## config.mk

```make
export PLATFORM = sky130hd
export DESIGN_NAME = memfifo_data_responder
export DESIGN_NICKNAME = d
export VERILOG_FILES = /design/src/rtl/memfifo_emu_pkg.sv /design/src/rtl/memfifo_data_responder.sv
export SDC_FILE = /design/constraint.sdc
export NUM_CORES = 1
export LEC_CHECK = 0
export CELL_PAD_IN_SITES_DETAIL_PLACEMENT = 1
export CELL_PAD_IN_SITES_GLOBAL_PLACEMENT = 2
export CORE_MARGIN = 3
export CORE_UTILIZATION = 31
export DETAILED_ROUTE_END_ITERATION = 16
export PLACE_DENSITY_LB_ADDON = 0.1
export REMOVE_ABC_BUFFERS = 1
export SETUP_SLACK_MARGIN = 0.2
export SYNTH_ARGS = -nofsm -noshare
export SYNTH_HDL_FRONTEND = slang
export SYNTH_SLANG_ARGS = --single-unit
```

## constraint.sdc

```tcl
create_clock -name clk -period 4.13 [get_ports clk]
set_clock_uncertainty 0.2 [all_clocks]
set_input_delay 0.6195 -clock clk [delete_from_list [all_inputs] [get_ports clk]]
set_output_delay 0.6195 -clock clk [all_outputs]
set_load 0.02 [all_outputs]
```

## src/rtl/memfifo_emu_pkg.sv

```systemverilog
// Shared definitions for the memory-FIFO emulator and its read-side checker.
// Holds the FSM state type, data-pattern field offsets and the word former.
package memfifo_emu_pkg;

    typedef enum logic [1:0] {
        IDLE  = 2'd0,
        WAIT  = 2'd1,
        READY = 2'd2
    } state_t;

    localparam int WPP_DEFAULT = 2;
    localparam int TAG_LSB     = 16;
    localparam int IDX_LSB     = 0;

    // Checker and responder both build words here so the pattern
    // can never drift between the two ends.
    function automatic logic [31:0] form_word(
        input logic [15:0] tag,
        input logic [15:0] idx
    );
        logic [31:0] w;
        w = '0;
        w[TAG_LSB +: 16] = tag;
        w[IDX_LSB +: 16] = idx;
        return w;
    endfunction

endpackage

```

## src/rtl/memfifo_data_responder.sv

```systemverilog
// Emulates the memory-FIFO side of a Data_Request: latches a request, waits
// READY_DELAY clocks, then returns one patterned word per memfifo_re pulse.
// Ports:
//   clk, rst            clock, async active-high reset
//   start               Data_Request pulse; packet_no, tag sampled with it
//   memfifo_re          one-clock read enable per word
//   memfifo_data_ready  words available
//   memfifo_data        registered read word, held when not valid
//   memfifo_valid       memfifo_data valid this cycle
//   words_left          words remaining in the current request
//   done                one-cycle pulse with the last valid word
//   err_underrun        sticky: read with no word available
//   err_restart         sticky: start while busy
module memfifo_data_responder
    import memfifo_emu_pkg::*;
#(
    parameter int READY_DELAY      = 16,
    parameter int DATA_WIDTH       = 32,
    parameter int WORDS_PER_PACKET = WPP_DEFAULT
) (
    input  logic                  clk,
    input  logic                  rst,
    input  logic                  start,
    input  logic [15:0]           packet_no,
    input  logic [15:0]           tag,
    input  logic                  memfifo_re,
    output logic                  memfifo_data_ready,
    output logic [DATA_WIDTH-1:0] memfifo_data,
    output logic                  memfifo_valid,
    output logic [16:0]           words_left,
    output logic                  done,
    output logic                  err_underrun,
    output logic                  err_restart
);

    state_t      state;
    logic [7:0]  dly_cnt;
    logic [15:0] tag_q;
    logic [15:0] word_idx;
    logic [16:0] req_words;
    logic        accept;
    logic        last;

    assign req_words = {1'b0, packet_no} * 17'(WORDS_PER_PACKET);
    assign accept    = memfifo_re && (state == READY)
                       && (words_left != 17'd0);
    assign last      = accept && (words_left == 17'd1);

    always_ff @(posedge clk or posedge rst) begin
        if (rst) begin
            state              <= IDLE;
            dly_cnt            <= '0;
            tag_q              <= '0;
            word_idx           <= '0;
            words_left         <= '0;
            memfifo_data_ready <= 1'b0;
            memfifo_data       <= '0;
            memfifo_valid      <= 1'b0;
            done               <= 1'b0;
            err_underrun       <= 1'b0;
            err_restart        <= 1'b0;
        end else begin
            done          <= 1'b0;
            memfifo_valid <= accept;

            if (accept) begin
                memfifo_data <= DATA_WIDTH'(form_word(tag_q, word_idx));
                word_idx     <= word_idx + 16'd1;
                words_left   <= words_left - 17'd1;
            end

            unique case (state)
                IDLE: begin
                    if (start) begin
                        tag_q        <= tag;
                        words_left   <= req_words;
                        word_idx     <= '0;
                        dly_cnt      <= '0;
                        err_underrun <= 1'b0;
                        err_restart  <= 1'b0;
                        if (req_words == 17'd0)
                            done  <= 1'b1;
                        else
                            state <= WAIT;
                    end
                end
                WAIT: begin
                    if (dly_cnt == 8'(READY_DELAY - 1))
                        state   <= READY;
                    else
                        dly_cnt <= dly_cnt + 8'd1;
                end
                READY: begin
                    // data_ready trails the state by one clock, giving
                    // READY_DELAY+1 clocks from start.
                    if (last) begin
                        state              <= IDLE;
                        memfifo_data_ready <= 1'b0;
                        done               <= 1'b1;
                    end else begin
                        memfifo_data_ready <= 1'b1;
                    end
                end
                default: state <= IDLE;
            endcase

            if (start && (state != IDLE))
                err_restart <= 1'b1;

            // Placed after the start-clear so a same-cycle re still flags.
            if (memfifo_re && !accept)
                err_underrun <= 1'b1;
        end
    end

endmodule

```

==> results of run 1 <==
[critical path, stage by stage]
cell	delay [ps]
clkdlybuf4s50_1	520
and3b_1	430
o21ai_4	110
inv_2	460
nand4_1	190
mux2i_1	150
[final cells by class]
cell class,count,area share (%)
timing repair buffer,95,16.5
inverter,9,0.638
multi-input combinational,341,31.7
tap,176,3.87
clock inverter,3,0.748
sequential,96,42.2
clock buffer,12,4.33
[cells by family after synthesis]
kind of cell | count (synthesis)
simple gates | 254
mux | 2
buf+inv | 30
fa+ha+maj | 4
flops | 96
xor+xnor | 22
compound gates | 59
[layer usage]
layer / part of all wire, % / global-route usage (%) / vias up
li1: - / - / 1740
met1: 46 / 21.6 / 1759
met2: 47 / 25.0 / 74
met3: 4.9 / 3.63 / 15
met4: 1.8 / 5.68 / 0
met5: 0 / 0 / -
[where the power goes]
group	switching, W	internal (W)	leakage (nW)
Clock	0.000345	0.000482	0.139
Combinational	0.000597	0.000511	1.21
Sequential	0.000249	0.00120	1.25
Total	0.00119	0.00219	2.60
[cell usage in the layout (no fill, tap or decap), types with 2 or more instances in the layout]
cell and instances:
nor4_2 2, clkbuf_1 2, xnor2_1 8, xor2_1 14, inv_1 7, a21o_1 2, and2_1 4, mux2i_1 2
o211ai_1 7, nand4_1 10, dfrtp_1 96, nor3_1 6, a211oi_1 3, nand3_1 10, buf_4 6, nor4_1 7
clkbuf_16 9, a31oi_1 2, o21ai_0 17, clkdlybuf4s50_1 89, nand3b_1 3, and3_1 5, o41ai_1 2, nor2b_1 2
o311ai_0 2, ha_1 4, nor2_1 30, o2111ai_1 4, a21oi_1 9, nand2_1 163
[worst min-delay path by stage]
stage | slack (ps) | start | endpoint | cells after the start
3_3_place_gp | 250 | tag_q[15]$_DFFE_PP0P_ | memfifo_data[31]$_DFFE_PP0N_ | 2
4_1_cts | 270 | tag_q[3]$_DFFE_PP0P_ | memfifo_data[19]$_DFFE_PP0N_ | 2
3_5_place_dp | 250 | tag_q[13]$_DFFE_PP0P_ | memfifo_data[29]$_DFFE_PP0N_ | 2
2_1_floorplan | 240 | tag_q[0]$_DFFE_PP0P_ | memfifo_data[16]$_DFFE_PP0N_ | 2
6_report | 260 | tag_q[3]$_DFFE_PP0P_ | memfifo_data[19]$_DFFE_PP0N_ | 2
5_1_grt | 280 | tag_q[3]$_DFFE_PP0P_ | memfifo_data[19]$_DFFE_PP0N_ | 2
[flip-flops by register name (all words and copies together) (netlist names), 2 cells and up]
name	count
state	2
dly_cnt	8
words_left	17
memfifo_data	32
tag_q	16
word_idx	16
[stage by stage]
| step | area, um2 | cells | setup TNS [ps] |
|---|---|---|---|
| 5_1_grt | 5690 | 732 | 0 |
| 3_3_place_gp | 5400 | 717 | 0 |
| 4_1_cts | 5690 | 732 | 0 |
| 3_5_place_dp | 5400 | 717 | 0 |
| 6_report | 5690 | 732 | 0 |
| 2_1_floorplan | 4230 | 446 | -776 |
==> impl_metrics.json, run 1 <==
{
  "cts_resized": 0,
  "synth_top_family_by_area": "simple AND/OR/NAND/NOR gates",
  "synth_mux_area_share_pct": 0.464,
  "synth_top_area_cell": "dfrtp_1",
  "wl_per_cell_um": 15.8,
  "cp_max_fo": 35,
  "power_w": 0.00339,
  "rr_startpoint": "words_left[1]$_DFF_PP0_",
  "setup_violations": 0,
  "hold_viol": 0,
  "yosys_warnings": 0,
  "synthTopCellsByCount": "163 x nand2_1, 96 x dfrtp_1, 30 x nor2_1",
  "syn_area_per_cell_um2": 9.24,
  "ys_ff_latch": 96,
  "drt_iter0_drc": 182,
  "worst_slew_pin_slew_ps": 952,
  "multi_input_area_um2": 1800,
  "rows": 42,
  "grt_first_pass_wirelength_um": 19000,
  "nFillCells": 1544,
  "via_per_inst": 4.90,
  "ant_nets": 0,
  "drtPass1Iterations": 4,
  "rsz0062_at_grt": "false",
  "syn_area_um2": 4310,
  "drc_errors": 0,
  "async_reset_ff_share_pct": 100,
  "insertedDiodeCount": 0,
  "htree_levels": 3,
  "overflow": 0,
  "antenna_found_initial": 0,
  "setup_slack_ps": 1650,
  "cts_buffers": 9,
  "hold_buffers": 0,
  "synth-compound-area-share_pct": 9.11,
  "dp_hpwl_um": 8000,
  "synth-edff-count": 0,
  "die_x_um": 124,
  "synthTopCellsByArea": "dfrtp_1 56%, nand2_1 14%, xor2_1 2.8%",
  "root_buffer": "clkbuf_16",
  "post_cts_buffers": 0,
  "status": "finished, final reports clean",
  "crit_path_start": "memfifo_re",
  "grt_pass1_vias": 3678,
  "wl_um": 11600,
  "gp_congestion": 0.766,
  "synth_cells": 467,
  "maxSlewHeadroom_pct": 36.5,
  "synth_fa_ha_area_share_pct": 1.16,
  "final.period_utilization_pct": 60.0,
  "cp_data_arrival_time_ps": 2490,
  "endpoint": "word_idx[4]$_DFF_PP0_",
  "grtUsageTotal_pct": 15.9,
  "dieHeight_um": 124,
  "dieArea_um2": 15400,
  "finalCriticalPeriod_ps": 2480,
  "cp-end-kind": "register",
  "num_vias": 3588,
  "worstSetupPathType": "in -> reg",
  "dp_worst_setup_slack_ps": 1250,
  "synth_most_common_cell": "nand2_1",
  "insertion_delay_ps": 340,
  "core-area_um2": 13400,
  "ir_drop_uv": 312,
  "start_kind": "primary input",
  "ios": 90,
  "power_density_nw_per_um2": 595,
  "cts_buffer_depth": 2,
  "yosysTopAreaCellShare_pct": 55.7,
  "cts_sinks": 96,
  "r2r_end": "words_left[8]$_DFF_PP0_",
  "ys.flop_type": "dfrtp_1",
  "yosys.area_share.simple_pct": 26.3,
  "worst_r2r_path_depth": 6,
  "hold_ws_ps": 261,
  "synth.distinct_cells": 51,
  "fin_nets": 592,
  "drive_above_1_share_pct": 5.04,
  "syn2layout_area_growth_pct": 31.9,
  "timing.fmax_mhz": 404,
  "ys_seq_area_share_pct": 55.7,
  "cts.clk_slew.worst_paths_ps": 60,
  "regArea_um2": 2400,
  "utilization_pct": 42.4,
  "worstPathRequired_ps": 4150,
  "hold_path_class": "reg -> reg",
  "floorplan.initialDensity_pct": 32.2,
  "grt_max_degree": 57,
  "rrSetupSlack_ps": 1720,
  "numPortBuffers": 89,
  "report.final.slew_viol_count": 0,
  "maxCapViolations": 0,
  "cts_tree": "yes",
  "power_leakage_nw": 2.60,
  "synth_xor_area_share_pct": 4.47
}
(Power assumes the default switching activity.)
==> run 2: changes to the inputs <==
==> constraint.sdc (replaced) <==
create_clock -name clk -period 2.4 [get_ports clk]
set_clock_uncertainty 0.2 [all_clocks]
set_input_delay 0.36 -clock clk [delete_from_list [all_inputs] [get_ports clk]]
set_output_delay 0.36 -clock clk [all_outputs]
set_load 0.02 [all_outputs]
==> impl_metrics.json, run 2 (synthesized netlist as in run 1, its figures left out) <==
{
  "cts_buffer_depth": 2,
  "cts_tree": "yes",
  "dieHeight_um": 124,
  "r2r_end": "word_idx[1]$_DFF_PP0_",
  "htree_levels": 3,
  "via_per_inst": 4.93,
  "die_x_um": 124,
  "hold_viol": 0,
  "critPathSlowestCell": "dfrtp_2",
  "drc_errors": 0,
  "power_density_nw_per_um2": 1020,
  "dieArea_um2": 15400,
  "final.period_utilization_pct": 87.9,
  "wl_per_cell_um": 16.3,
  "cp_data_arrival_time_ps": 2150,
  "reg_top3": "memfifo_data x32, words_left x17",
  "fin_nets": 616,
  "cts_buffers": 9,
  "insertion_delay_ps": 350,
  "largest_register_ff_count": 32,
  "cts_sinks": 96,
  "final_common_cell": "nand2_1",
  "ir_drop_uv": 508,
  "overflow": 0,
  "cts.clk_slew.worst_paths_ps": 70,
  "grt_max_degree": 46,
  "grt_first_pass_wirelength_um": 20300,
  "floorplan.initialDensity_pct": 32.2,
  "grt_pass1_vias": 3890,
  "gp_congestion": 0.837,
  "rows": 42,
  "antenna_found_initial": 0,
  "wl_um": 12300,
  "crit_chain": "nor4_4 > nand4b_1 > buf_6 > o21ai_4 > inv_6 > buf_12 > nand2_1 > nand2_1",
  "slowest_delay_ps": 450,
  "rr_startpoint": "words_left[6]$_DFF_PP0_",
  "nFillCells": 1549,
  "root_buffer": "clkbuf_16",
  "maxSlewHeadroom_pct": 73.9,
  "numPortBuffers": 89,
  "hold_path_class": "in -> async",
  "worst_slew_pin_slew_ps": 388,
  "final_cell_mix": "163 x nand2_1, 93 x dfrtp_1, 89 x clkdlybuf4s50_1, 30 x nor2_1, 23 x buf_4",
  "drt_iter0_drc": 132,
  "utilization_pct": 44.8,
  "worst_r2r_path_depth": 8,
  "worstSetupPathType": "reg -> reg",
  "power_w": 0.00613,
  "setup_violations": 0,
  "hold_ws_ps": 139,
  "power_leakage_nw": 2.75,
  "report.final.slew_viol_count": 0,
  "core-area_um2": 13400,
  "status": "finished, final reports clean",
  "rrSetupSlack_ps": 290,
  "drtPass1Iterations": 4,
  "insertedDiodeCount": 0,
  "drive_above_1_share_pct": 10.2,
  "rsz0062_at_grt": "true",
  "cp_max_fo": 25,
  "num_vias": 3735,
  "dp_hpwl_um": 8740,
  "worstPathRequired_ps": 2440,
  "timing.fmax_mhz": 474,
  "start_kind": "register",
  "grtUsageTotal_pct": 17.1,
  "syn2layout_area_growth_pct": 39.1,
  "ios": 90,
  "cp-end-kind": "register",
  "regMostFlops": "memfifo_data",
  "ant_nets": 0,
  "maxCapViolations": 0,
  "crit_path_frequent_cell": "nand2_1",
  "finalCriticalPeriod_ps": 2110
}
## run 2: cell count changes in the layout (fill, tap and decap cells not counted), moves of 2 or more
| cell | change |
|---|---|
| inv_6 | +2 |
| nor4_2 | -2 |
| dfrtp_2 | +3 |
| nor4_4 | +2 |
| buf_12 | +5 |
| dfrtp_1 | -3 |
| buf_6 | +2 |
| buf_4 | +17 |
## run 2: worst max-delay path by stage
stage / end / startpoint / cells after the start
2_1_floorplan: words_left[10]$_DFF_PP0_ / state[1]$_DFFE_PP0P_ / 2
3_3_place_gp: words_left[14]$_DFF_PP0_ / memfifo_re / 7
3_5_place_dp: word_idx[15]$_DFF_PP0_ / words_left[13]$_DFF_PP0_ / 6
4_1_cts: word_idx[1]$_DFF_PP0_ / words_left[8]$_DFF_PP0_ / 8
5_1_grt: word_idx[1]$_DFF_PP0_ / words_left[6]$_DFF_PP0_ / 8
6_report: word_idx[1]$_DFF_PP0_ / words_left[6]$_DFF_PP0_ / 8
## run 2: power by group
| part | switching (W) | internal, W |
|---|---|---|
| registers | 0.000444 | 0.00207 |
| clock network | 0.000633 | 0.000868 |
| logic | 0.00111 | 0.00101 |
| total | 0.00219 | 0.00395 |
## run 2: routing by layer
| metal | up-vias | part of all wire, % | track usage (%) |
|---|---|---|---|
| met3 | 16 | 4.2 | 3.00 |
| li1 | 1793 | - | - |
| met4 | 0 | 1.7 | 6.57 |
| met1 | 1856 | 46 | 23.0 |
| met5 | - | 0 | 0 |
| met2 | 70 | 48 | 27.5 |
## run 2: layout make-up
type                    instances  area, um2  share of cell area, %
clock buffers                  12        256                   4.28
well taps                     176        220                   3.67
multi-input cells             341       1840                   30.6
repair buffers                119       1190                   19.8
inverters                       9       41.3                  0.688
clock inverters                 4       51.3                  0.855
flip-flops and latches         96       2410                   40.1
## run 2: through the flow
stage | std cells | setup TNS (ps) | instance area (um2) | setup slack, ps
2_1_floorplan | 446 | -161270 | 4230 | -1720
3_3_place_gp | 737 | 0 | 5610 | 111
3_5_place_dp | 737 | 0 | 5610 | 11.3
4_1_cts | 754 | 0 | 5940 | 207
5_1_grt | 757 | 0 | 6000 | 150
6_report | 757 | 0 | 6000 | 290
## run 2: critical path, delay by kind of cell (launching register included)
kind | cells | cell delay [ps]
AO/OA/AOI/OAI | 1 | 230
flip-flops | 1 | 450
AND/OR/NAND/NOR | 4 | 650
buffers and inverters | 3 | 450
## run 2: timing repair
action                                  CTS  global route
resized for setup                         2            11
hold buffers                              0             0
endpoints found under the setup margin   34            36
cloned                                    0             0
pin swaps                                 1             3
hold endpoints to repair                  0             0
buffers inserted                          1             3
